==> src/rtl/bcd_pkg.sv <==
// Shared definitions for the binary<->BCD conversion blocks.
package bcd_pkg;
  // Default sizing shared by both conversion directions.
  localparam int DECLEN_DEF = 9;
  localparam int BINLEN_DEF = 30;
  localparam int BCDW       = DECLEN_DEF * 4;

  typedef enum logic [1:0] {
    IDLE  = 2'd0,
    SHIFT = 2'd1,
    DONE  = 2'd2
  } bcd_state_e;
endpackage

==> src/rtl/bcd_dabble_digit.sv <==
// One double-dabble correction cell: a digit of 5 or more gets +3 before the shift.
module bcd_dabble_digit (
  input  logic [3:0] d_i,
  output logic [3:0] d_o
);
  // Values 5..9 map to 8..12; larger values never occur in a valid accumulator.
  always_comb begin
    d_o = d_i;
    if (d_i >= 4'd5) d_o = d_i + 4'd3;
  end
endmodule

==> src/rtl/bin2bcd_seq.sv <==
// Sequential binary-to-BCD converter, one input bit per cycle (shift-add-3).
// Results past the top digit are reduced modulo 10**DECLEN and flagged via ovf.
module bin2bcd_seq
  import bcd_pkg::*;
#(
  parameter int DECLEN = DECLEN_DEF,
  parameter int BINLEN = BINLEN_DEF
) (
  input  logic                clk,
  input  logic                rst_n,
  input  logic [BINLEN-1:0]   BIN,
  input  logic                in_valid,
  output logic                in_ready,
  output logic [DECLEN*4-1:0] BCD,
  output logic                ovf,
  output logic                out_valid,
  input  logic                out_ready
);
  localparam int ACCW = DECLEN * 4;
  localparam int CW   = $clog2(BINLEN + 1);

  bcd_state_e        state_q, state_d;
  logic [CW-1:0]     cnt_q, cnt_d;
  logic [BINLEN-1:0] sh_q, sh_d;
  logic [ACCW-1:0]   acc_q, acc_d;
  logic              ovf_q, ovf_d;
  logic [ACCW-1:0]   adj;

  // Per-digit +3 correction applied to the accumulator before each shift.
  for (genvar g = 0; g < DECLEN; g++) begin : g_dig
    bcd_dabble_digit u_dig (
      .d_i (acc_q[g*4 +: 4]),
      .d_o (adj[g*4 +: 4])
    );
  end

  // State and datapath registers; reset discards any conversion in flight.
  always_ff @(posedge clk) begin
    if (!rst_n) begin
      state_q <= IDLE;
      cnt_q   <= '0;
      sh_q    <= '0;
      acc_q   <= '0;
      ovf_q   <= 1'b0;
    end else begin
      state_q <= state_d;
      cnt_q   <= cnt_d;
      sh_q    <= sh_d;
      acc_q   <= acc_d;
      ovf_q   <= ovf_d;
    end
  end

  // Next-state: accept in IDLE, BINLEN shifts, hold result in DONE until taken.
  always_comb begin
    state_d = state_q;
    cnt_d   = cnt_q;
    sh_d    = sh_q;
    acc_d   = acc_q;
    ovf_d   = ovf_q;
    unique case (state_q)
      IDLE: begin
        if (in_valid) begin
          state_d = SHIFT;
          sh_d    = BIN;
          acc_d   = '0;
          ovf_d   = 1'b0;
          cnt_d   = '0;
        end
      end
      SHIFT: begin
        // Bit shifted out of the top digit means the value exceeded 10**DECLEN.
        acc_d = {adj[ACCW-2:0], sh_q[BINLEN-1]};
        sh_d  = {sh_q[BINLEN-2:0], 1'b0};
        ovf_d = ovf_q | adj[ACCW-1];
        cnt_d = cnt_q + 1'b1;
        if (cnt_q == CW'(BINLEN - 1)) state_d = DONE;
      end
      DONE: begin
        if (out_ready) state_d = IDLE;
      end
      default: state_d = IDLE;
    endcase
  end

  assign in_ready  = (state_q == IDLE);
  assign out_valid = (state_q == DONE);
  assign BCD       = acc_q;
  assign ovf       = ovf_q;
endmodule

==> config.mk <==
export PLATFORM = sky130hd
export DESIGN_NAME = bin2bcd_seq
export DESIGN_NICKNAME = d
export VERILOG_FILES = /design/src/rtl/bcd_pkg.sv /design/src/rtl/bcd_dabble_digit.sv /design/src/rtl/bin2bcd_seq.sv
export SDC_FILE = /design/constraint.sdc
export NUM_CORES = 1
export LEC_CHECK = 0
export CORE_MARGIN = 2
export CORE_UTILIZATION = 35
export DETAILED_ROUTE_END_ITERATION = 6
export GPL_TIMING_DRIVEN = 1
export SKIP_CTS_REPAIR_TIMING = 1
export SLEW_MARGIN = 10
export SYNTH_ARGS = -nofsm -noshare
export SYNTH_HDL_FRONTEND = slang
export SYNTH_HIERARCHICAL = 1
export SYNTH_SLANG_ARGS = --single-unit
==> constraint.sdc <==
create_clock -name clk -period 2.3 [get_ports clk]
set_input_delay 0.345 -clock clk [delete_from_list [all_inputs] [get_ports clk]]
set_output_delay 0.345 -clock clk [all_outputs]
set_load 0.05 [all_outputs]
==> flow_metrics.py, run 1 <==
metrics = {
    "sta": {
        "rsz0062_at_grt": "no",
        "slew_violations": 0,
        "setup_viol": 0,
        "max_freq_ghz": 0.5039,
        "finalHoldViolCount": 0,
        "hold_slack_ps": 357.3,
        "setup_tns_ps": 0,
        "finalCriticalPeriod_ps": 1985,
        "fin_skew_ps": 5.968,
        "setup_ws_ps": 315.5,
        "maxSlewHeadroom_pct": 64.10,
        "finalCritPeriodShare_pct": 86.28,
        "worstMarginPinSlew_ps": 536.8,
    },
    "global_routing": {
        "overflow": 0,
        "antenna_found_initial": 0,
        "grt_max_degree": 41,
        "grtUsageTotal_pct": 15.08,
        "grt_pass1_vias": 3379,
        "grt_pass1_wl_mm": 15.91,
    },
    "floorplan": {
        "die_w_um": 112.2,
        "die_h_um": 112.2,
        "core_area_mm2": 0.01142,
        "initial_core_util_pct": 35.86,
        "io_pins": 73,
        "die-area_mm2": 0.01258,
        "rows": 39,
    },
    "setup_path": {
        "path_buf_inv": 1,
        "crit_family": "buffers and inverters",
        "crit_path_end_kind": "primary output",
        "slowest_delay_ps": 880,
        "required_ps": 1960,
        "crit_type": "reg -> out",
        "critPathArrivalTime_ps": 1640,
        "critPathLaunchType": "flip-flop",
        "worst-path-max-fanout": 6,
        "slowest_stage": "clkdlybuf4s50_1",
        "crit_chain": "clkdlybuf4s50_1",
        "r2r_slack_ps": 700,
    },
    "yosys": {
        "yosys_warnings": 6,
        "synth.area.top_cells": "dfxtp_1 (36%), nor2b_1 (11%), o221a_2 (7.7%)",
        "synth_area_mm2": 0.004095,
        "synth_flop_cell": "dfxtp_1",
        "synth_edf_count": 0,
        "syn_avg_cell_area_um2": 8.479,
        "ys_ff_latch": 74,
        "async_reset_ff_share_pct": 0,
        "syn_inst": 483,
        "synth_top_area_share_pct": 36.17,
        "ys_seq_area_share_pct": 36.17,
        "synth_cell_types": 33,
        "yosys.area.top_type": "dfxtp_1",
        "synth_nets": 537,
    },
    "route": {
        "wl_mm": 9.236,
        "drc": 0,
        "via_per_inst": 5.058,
        "drtAntennaViolNets": 0,
        "drt_iter0_drc": 156,
        "dr.pass1.iters": 4,
        "vias": 3505,
        "wl_per_cell_um": 13.33,
    },
    "power": {
        "p_per_area_mw_per_mm2": 568.9,
        "p_leak_nw": 1.987,
        "power_mw": 2.971,
        "peakVddDrop_uv": 348.8,
    },
    "layout": {
        "layout.nets": 599,
        "final_cells": 693,
        "layout_common_cells": "dfxtp_1 (73), nor2b_1 (69), clkdlybuf4s50_1 (69)",
        "fillCellCount": 1151,
        "final_util_pct": 45.74,
        "n_antenna_cell": 0,
        "fin_area_mm2": 0.005223,
        "area_growth_pct": 27.53,
        "layout_commonest_cell": "dfxtp_1",
        "layout-drive-gt1-share_pct": 12.73,
    },
    "placed_design": {
        "pre_cts_slack_ps": 354.3,
        "dp_hpwl_mm": 6.005,
        "numPortBuffers": 72,
        "gp_congestion": 0.7664,
        "placed_area_mm2": 0.004957,
        "dp.cells": 677,
    },
    "clock_network": {
        "h-tree-depth": 3,
        "root_buffer": "clkbuf_16",
        "cts_tree": "yes",
        "cts.sinks": 74,
        "clk_path_buf_depth": 2,
        "clk_pin_slew_ps": 60,
        "clk_latency_ps": 330,
        "cts_buffers": 9,
    },
    "outcome": {
        "status": "completed",
    },
    "hold_path": {
        "hold_class": "in -> reg",
    },
    "flow_run": {
        "cap_violations": 0,
    },
}
[final cells by class]
cell class,instances,area (um^2),area share [%]
multi-input combinational,354,2387,45.71
sequential,74,1483,28.39
clock buffer,13,250.2,4.792
tap,143,178.9,3.426
timing repair buffer,84,825.8,15.81
inverter,22,82.58,1.581
clock inverter,3,15.01,0.2875
[path summary, 6_finish.rpt]
| kind | startpoint | endpoint | cells after the start |
|---|---|---|---|
| hold / removal | rst_n | BCD[1] | 2 |
| hold reg to reg | cnt_q[2] | cnt_q[2] | 2 |
| setup / recovery | BCD[35] | BCD[35] | 1 |
| setup reg to reg | state_q[0] | BCD[34] | 4 |
[power by group]
| part | total [mW] | internal [mW] | switching (mW) |
|---|---|---|---|
| logic | 0.331 | 0.176 | 0.154 |
| clock network | 1.27 | 0.755 | 0.511 |
| registers | 1.37 | 1.34 | 0.0387 |
[layer usage]
layer	track usage, %	part of all wire [%]
met1	19.66	48
met2	23.82	45
met3	5.886	5.8
met4	3.252	0.71
met5	0	0
[cells by family (layout without fill, tap and decap cells)]
kind of cell | after synthesis | after routing | share of synthesized area (%)
AND/OR/NAND/NOR | 182 | 182 | 23.04
AO/OA/AOI/OAI | 132 | 132 | 24.20
flip-flops | 74 | 74 | 36.17
buffers and inverters | 55 | 122 | 5.866
adder cells (fa/ha/maj) | 20 | 20 | 6.111
multiplexers | 11 | 11 | 2.689
XOR/XNOR | 9 | 9 | 1.925
[Yosys cell counts, types with 12 or more instances]
master,n
a22oi_1,37
nor2b_1,70
clkbuf_1,14
dfxtp_1,74
o21ai_0,12
inv_1,21
o221a_2,28
nand2b_1,23
a21oi_1,27
ha_1,20
nand2_1,38
buf_2,12
nor2_1,38
[sequential cells by signal, indices dropped and copies added (netlist names)]
| signal | flops |
|---|---|
| BCD | 36 |
| cnt_q | 5 |
| state_q | 2 |
| ovf | 1 |
| sh_q | 30 |
Power figures use the tool's default switching activity.
==> run 2: changes to the inputs <==
Settings changed: CORE_MARGIN 2 to 8, CORE_UTILIZATION 35 to 30.
==> run 2 against run 1 <==
  * Combinational power barely moved
  * Clock power rose by 13%
  * Hold slack gained 86 ps
  * Worst setup slack worse by 14 ps
  * Global-route usage down 3.3 points
  * Sequential cell count unchanged
  * Via count is 0.91% higher
  * Sequential power about the same
  * Maximum frequency decreased by 0.69%
  * Cell count grew 4.8%
  * Critical path type unchanged
  * Highest routed layer is now met5
==> flow_metrics.py, run 2 (same netlist as run 1, synthesis figures left out) <==
metrics = {
    "sta": {
        "fin_skew_ps": 6.020,
        "setup_ws_ps": 301.7,
        "finalCriticalPeriod_ps": 1998,
        "setup_viol": 0,
        "setup_tns_ps": 0,
        "worstMarginPinSlew_ps": 627.0,
        "slew_violations": 0,
        "finalHoldViolCount": 0,
        "max_freq_ghz": 0.5004,
        "finalCritPeriodShare_pct": 86.88,
        "rsz0062_at_grt": "no",
        "maxSlewHeadroom_pct": 58.14,
    },
    "setup_path": {
        "required_ps": 1960,
        "critPathLaunchType": "flip-flop",
        "crit_family": "buffers and inverters",
        "path_buf_inv": 1,
        "r2r-start": "state_q[1]",
        "crit_chain": "clkdlybuf4s50_1",
        "slowest_delay_ps": 890,
        "crit_type": "reg -> out",
        "worst-path-max-fanout": 6,
        "rr_endpoint": "BCD[24]",
        "slowest_stage": "clkdlybuf4s50_1",
        "r2r_slack_ps": 590,
        "crit_path_end_kind": "primary output",
        "worstRegToRegCells": 5,
        "critPathArrivalTime_ps": 1650,
    },
    "floorplan": {
        "rows": 42,
        "core_area_mm2": 0.01330,
        "initial_core_util_pct": 30.80,
        "die-area_mm2": 0.01765,
        "die_w_um": 132.8,
        "io_pins": 73,
        "die_h_um": 132.8,
    },
    "clock_network": {
        "h-tree-depth": 3,
        "root_buffer": "clkbuf_16",
        "cts_tree": "yes",
        "cts.sinks": 74,
        "clk_path_buf_depth": 2,
        "cts_buffers": 9,
        "clk_pin_slew_ps": 60,
        "clk_latency_ps": 340,
    },
    "route": {
        "drc": 0,
        "wl_per_cell_um": 13.97,
        "wl_mm": 10.14,
        "via_per_inst": 4.872,
        "dr.pass1.iters": 4,
        "drtAntennaViolNets": 0,
        "drt_iter0_drc": 192,
        "vias": 3537,
    },
    "placed_design": {
        "gp_congestion": 0.7416,
        "pre_cts_slack_ps": 422.1,
        "dp_hpwl_mm": 6.833,
        "numPortBuffers": 72,
    },
    "power": {
        "power_mw": 3.137,
        "p_per_area_mw_per_mm2": 591.6,
        "p_leak_nw": 1.993,
        "peakVddDrop_uv": 327.0,
    },
    "flow_run": {
        "cap_violations": 0,
    },
    "layout": {
        "layout.nets": 599,
        "layout-drive-gt1-share_pct": 13.27,
        "layout_common_cells": "dfxtp_1 (73), nor2b_1 (69), clkdlybuf4s50_1 (69)",
        "n_antenna_cell": 0,
        "largest_reg_flops": 36,
        "area_growth_pct": 29.48,
        "layout_commonest_cell": "dfxtp_1",
    },
    "hold_path": {
        "whs_endpoint": "sh_q[8]",
        "worstHoldStart": "rst_n",
        "hold_class": "in -> reg",
        "whs_path_depth": 2,
    },
    "global_routing": {
        "grt_max_degree": 41,
        "antenna_found_initial": 1,
        "overflow": 0,
        "grt_pass1_vias": 3473,
        "grt_pass1_wl_mm": 17.39,
        "grtUsageTotal_pct": 11.74,
    },
    "outcome": {
        "status": "completed",
    },
}
run 2: cell types whose count changed in the layout (fill, tap and decap cells not counted):
cell | previous run | this run
bufinv_16 | 0 | 1
clkbuf_1 | 3 | 0
clkbuf_8 | 1 | 0
clkinv_2 | 3 | 0
clkinv_4 | 0 | 2
clkinvlp_4 | 0 | 3
inv_6 | 0 | 1
run 2: worst max-delay path by stage:
stage                  start       end  slack (ps)  cells past startpoint
floorplan             BCD[9]   BCD[10]         540                      7
global placement    in_valid   sh_q[8]         440                      5
detailed placement  in_valid  sh_q[29]         420                      5
CTS                  BCD[35]   BCD[35]         280                      1
global route         BCD[35]   BCD[35]         210                      1
finish               BCD[35]   BCD[35]         300                      1
run 2: cell type report:
class	instances	area (um^2)
clock buffer	9	225.2
timing repair buffer	84	825.8
tap	176	220.2
clock inverter	7	78.83
fill	1352	7993
sequential	74	1483
multi-input combinational	354	2387
inverter	22	82.58
run 2: routing by layer:
| layer | up-vias | GRT usage [%] | part of all wire, % |
|---|---|---|---|
| met4 | 2 | 3.218 | 0.72 |
| met5 | - | 0 | 0.13 |
| met3 | 10 | 4.618 | 7.5 |
| li1 | 1802 | - | - |
| met1 | 1638 | 14.74 | 47 |
| met2 | 85 | 18.19 | 44 |
run 2: worst register-to-register path: cells and delay by family, from the launching register on:
family	cells	cell delay (ps)
DFF	1	720
AOI/OAI and AO/OA	1	220
buffers and inverters	2	540
and+or+nand+nor	2	120
run 2: power by group:
part	switching (mW)	internal (mW)	total, mW
Clock	0.582	0.847	1.43
Sequential	0.0407	1.34	1.38
Combinational	0.157	0.175	0.332
Total	0.780	2.36	3.14
run 2: per-stage QoR:
stage / instance area, um^2 / hold WS, ps / utilization, % / std cells
floorplan: 4095 / 461.8 / - / 483
global placement: 4999 / 468.9 / 37.60 / 710
detailed placement: 4999 / 473.4 / 37.60 / 710
CTS: 5303 / 428.9 / 39.88 / 726
global route: 5303 / 449.8 / 39.88 / 726
finish: 5303 / 443.0 / 39.88 / 726
==> run 3: changes to the inputs <==
Settings changed: CELL_PAD_IN_SITES_DETAIL_PLACEMENT from default to 1, CELL_PAD_IN_SITES_GLOBAL_PLACEMENT from default to 1, PLACE_DENSITY_LB_ADDON from default to 0.1.
==> run 3 against run 2 <==
  * Non-clock buffer count stayed put
  * Cell count is 0.41% lower
  * Sequential share of layout area increased by 0.31 points
  * Design area fell by 1.1%
  * Sequential cell count unchanged
  * Clock skew about the same
  * Global-route usage increased by 0.88 points
  * Routed wire length up 7.9%
  * Count of clock-buffer cells in the layout is 3 higher
  * Power shrank 6.4%
  * Sequential power hardly changed
  * Critical endpoint is now in_ready
  * Largest power group is now sequential cells
  * Highest routed layer is now met4
==> flow_metrics.py, run 3 (same netlist as run 1, synthesis figures left out) <==
metrics = {
    "placed_design": {
        "gp_congestion": 0.7305,
        "numPortBuffers": 72,
        "dp_hpwl_mm": 7.160,
        "pre_cts_slack_ps": 508.2,
    },
    "route": {
        "top_layer": "met4",
        "drtAntennaViolNets": 0,
        "drc": 0,
        "vias": 3566,
        "dr.pass1.iters": 4,
        "wl_met2_mm": 5.072,
        "wl_met3_um": 584,
        "wl_met1_mm": 5.172,
        "via_per_inst": 4.932,
        "wl_per_cell_um": 15.13,
        "drt_iter0_drc": 129,
        "wl_mm": 10.94,
    },
    "global_routing": {
        "grtUsageTotal_pct": 12.62,
        "grt_pass1_wl_mm": 18.49,
        "grt_max_degree": 41,
        "overflow": 0,
        "grt_pass1_vias": 3638,
        "antenna_found_initial": 0,
    },
    "sta": {
        "finalCritPeriodShare_pct": 91.22,
        "fin_skew_ps": 6.470,
        "finalCriticalPeriod_ps": 2098,
        "max_freq_ghz": 0.4766,
        "finalHoldViolCount": 0,
        "setup_viol": 0,
        "hold_slack_ps": 493.4,
        "worstMarginPinSlew_ps": 639.2,
        "rsz0062_at_grt": "no",
        "slew_violations": 0,
        "setup_tns_ps": 0,
        "maxSlewHeadroom_pct": 57.39,
        "setup_ws_ps": 201.9,
    },
    "setup_path": {
        "cp_common_cell": "buf_4",
        "slowest_stage": "dfxtp_2",
        "r2r_slack_ps": 520,
        "r2r-start": "state_q[0]",
        "worstRegToRegCells": 4,
        "rr_endpoint": "cnt_q[3]",
        "slowest_delay_ps": 740,
        "path_buf_inv": 2,
        "crit_family": "flip-flops",
        "crit_chain": "buf_4, nor2_1, buf_4",
        "critPathArrivalTime_ps": 1750,
        "critPathLaunchType": "flip-flop",
        "worst-path-max-fanout": 39,
        "crit_path_end_kind": "primary output",
        "required_ps": 1960,
        "crit_type": "reg -> out",
    },
    "layout": {
        "ff_latch_area_mm2": 0.001483,
        "layout_common_cells": "dfxtp_1 (73), nor2b_1 (69), clkdlybuf4s50_1 (69)",
        "layout.nets": 599,
        "layout_commonest_cell": "dfxtp_1",
        "layout-drive-gt1-share_pct": 12.25,
        "largest_reg_flops": 36,
        "n_antenna_cell": 0,
        "fillCellCount": 1587,
        "multi_input_area_mm2": 0.002392,
        "area_growth_pct": 28.08,
    },
    "floorplan": {
        "die_h_um": 132.8,
        "rows": 42,
        "core_area_mm2": 0.01330,
        "die-area_mm2": 0.01765,
        "io_pins": 73,
        "die_w_um": 132.8,
        "initial_core_util_pct": 30.80,
    },
    "outcome": {
        "status": "completed",
    },
    "hold_path": {
        "whs_path_depth": 2,
        "hold_class": "in -> reg",
        "whs_endpoint": "sh_q[29]",
        "worstHoldStart": "rst_n",
    },
    "clock_network": {
        "cts_buffers": 9,
        "cts_tree": "yes",
        "root_buffer": "clkbuf_16",
        "cts.sinks": 74,
        "clk_path_buf_depth": 2,
        "clk_pin_slew_ps": 50,
        "h-tree-depth": 3,
        "clk_latency_ps": 340,
    },
    "flow_run": {
        "cap_violations": 0,
    },
    "power": {
        "peakVddDrop_uv": 323.5,
        "p_per_area_mw_per_mm2": 559.6,
        "p_leak_nw": 1.975,
    },
}
## run 3: how the worst max path moves through the flow
stage,startpoint,cells past startpoint,end,slack (ps)
3_5_place_dp,state_q[0],4,sh_q[8],510
2_1_floorplan,BCD[9],7,BCD[10],540
4_1_cts,state_q[0],3,in_ready,140
6_report,state_q[0],3,in_ready,200
3_3_place_gp,in_valid,4,sh_q[29],500
5_1_grt,state_q[0],3,in_ready,40
## run 3: metal layers
metal	track usage (%)	up-vias
met3	5.110	10
met1	15.28	1707
met4	3.407	0
li1	-	1800
met2	20.18	49
met5	0	-
## run 3: where the power goes
group,internal [mW],total [mW],switching [mW]
logic,0.177,0.335,0.158
registers,1.34,1.38,0.0426
clock network,0.711,1.22,0.510
total,2.22,2.93,0.711
## run 3: metrics by stage
step	cells	area [um^2]	total power, mW	utilization [%]
6_report	723	5245	2.935	39.45
5_1_grt	723	5245	3.097	39.45
4_1_cts	723	5245	3.002	39.45
3_5_place_dp	710	5004	1.747	37.63
3_3_place_gp	710	5004	1.742	37.63
2_1_floorplan	483	4095	1.616	-
## run 3: worst register-to-register path: cells and delay by family, from the launching register on
kind,cells,cell delay (ps)
DFF,1,740
buffers and inverters,1,400
and+or+nand+nor,3,570
## run 3: cell type report
| type | instances | area share, % |
|---|---|---|
| clock buffers | 12 | 4.509 |
| clock inverters | 1 | 0.09542 |
| inverters | 22 | 1.574 |
| multi-input cells | 354 | 45.61 |
| flip-flops and latches | 74 | 28.27 |
| well taps | 176 | 4.198 |
| repair buffers | 84 | 15.74 |
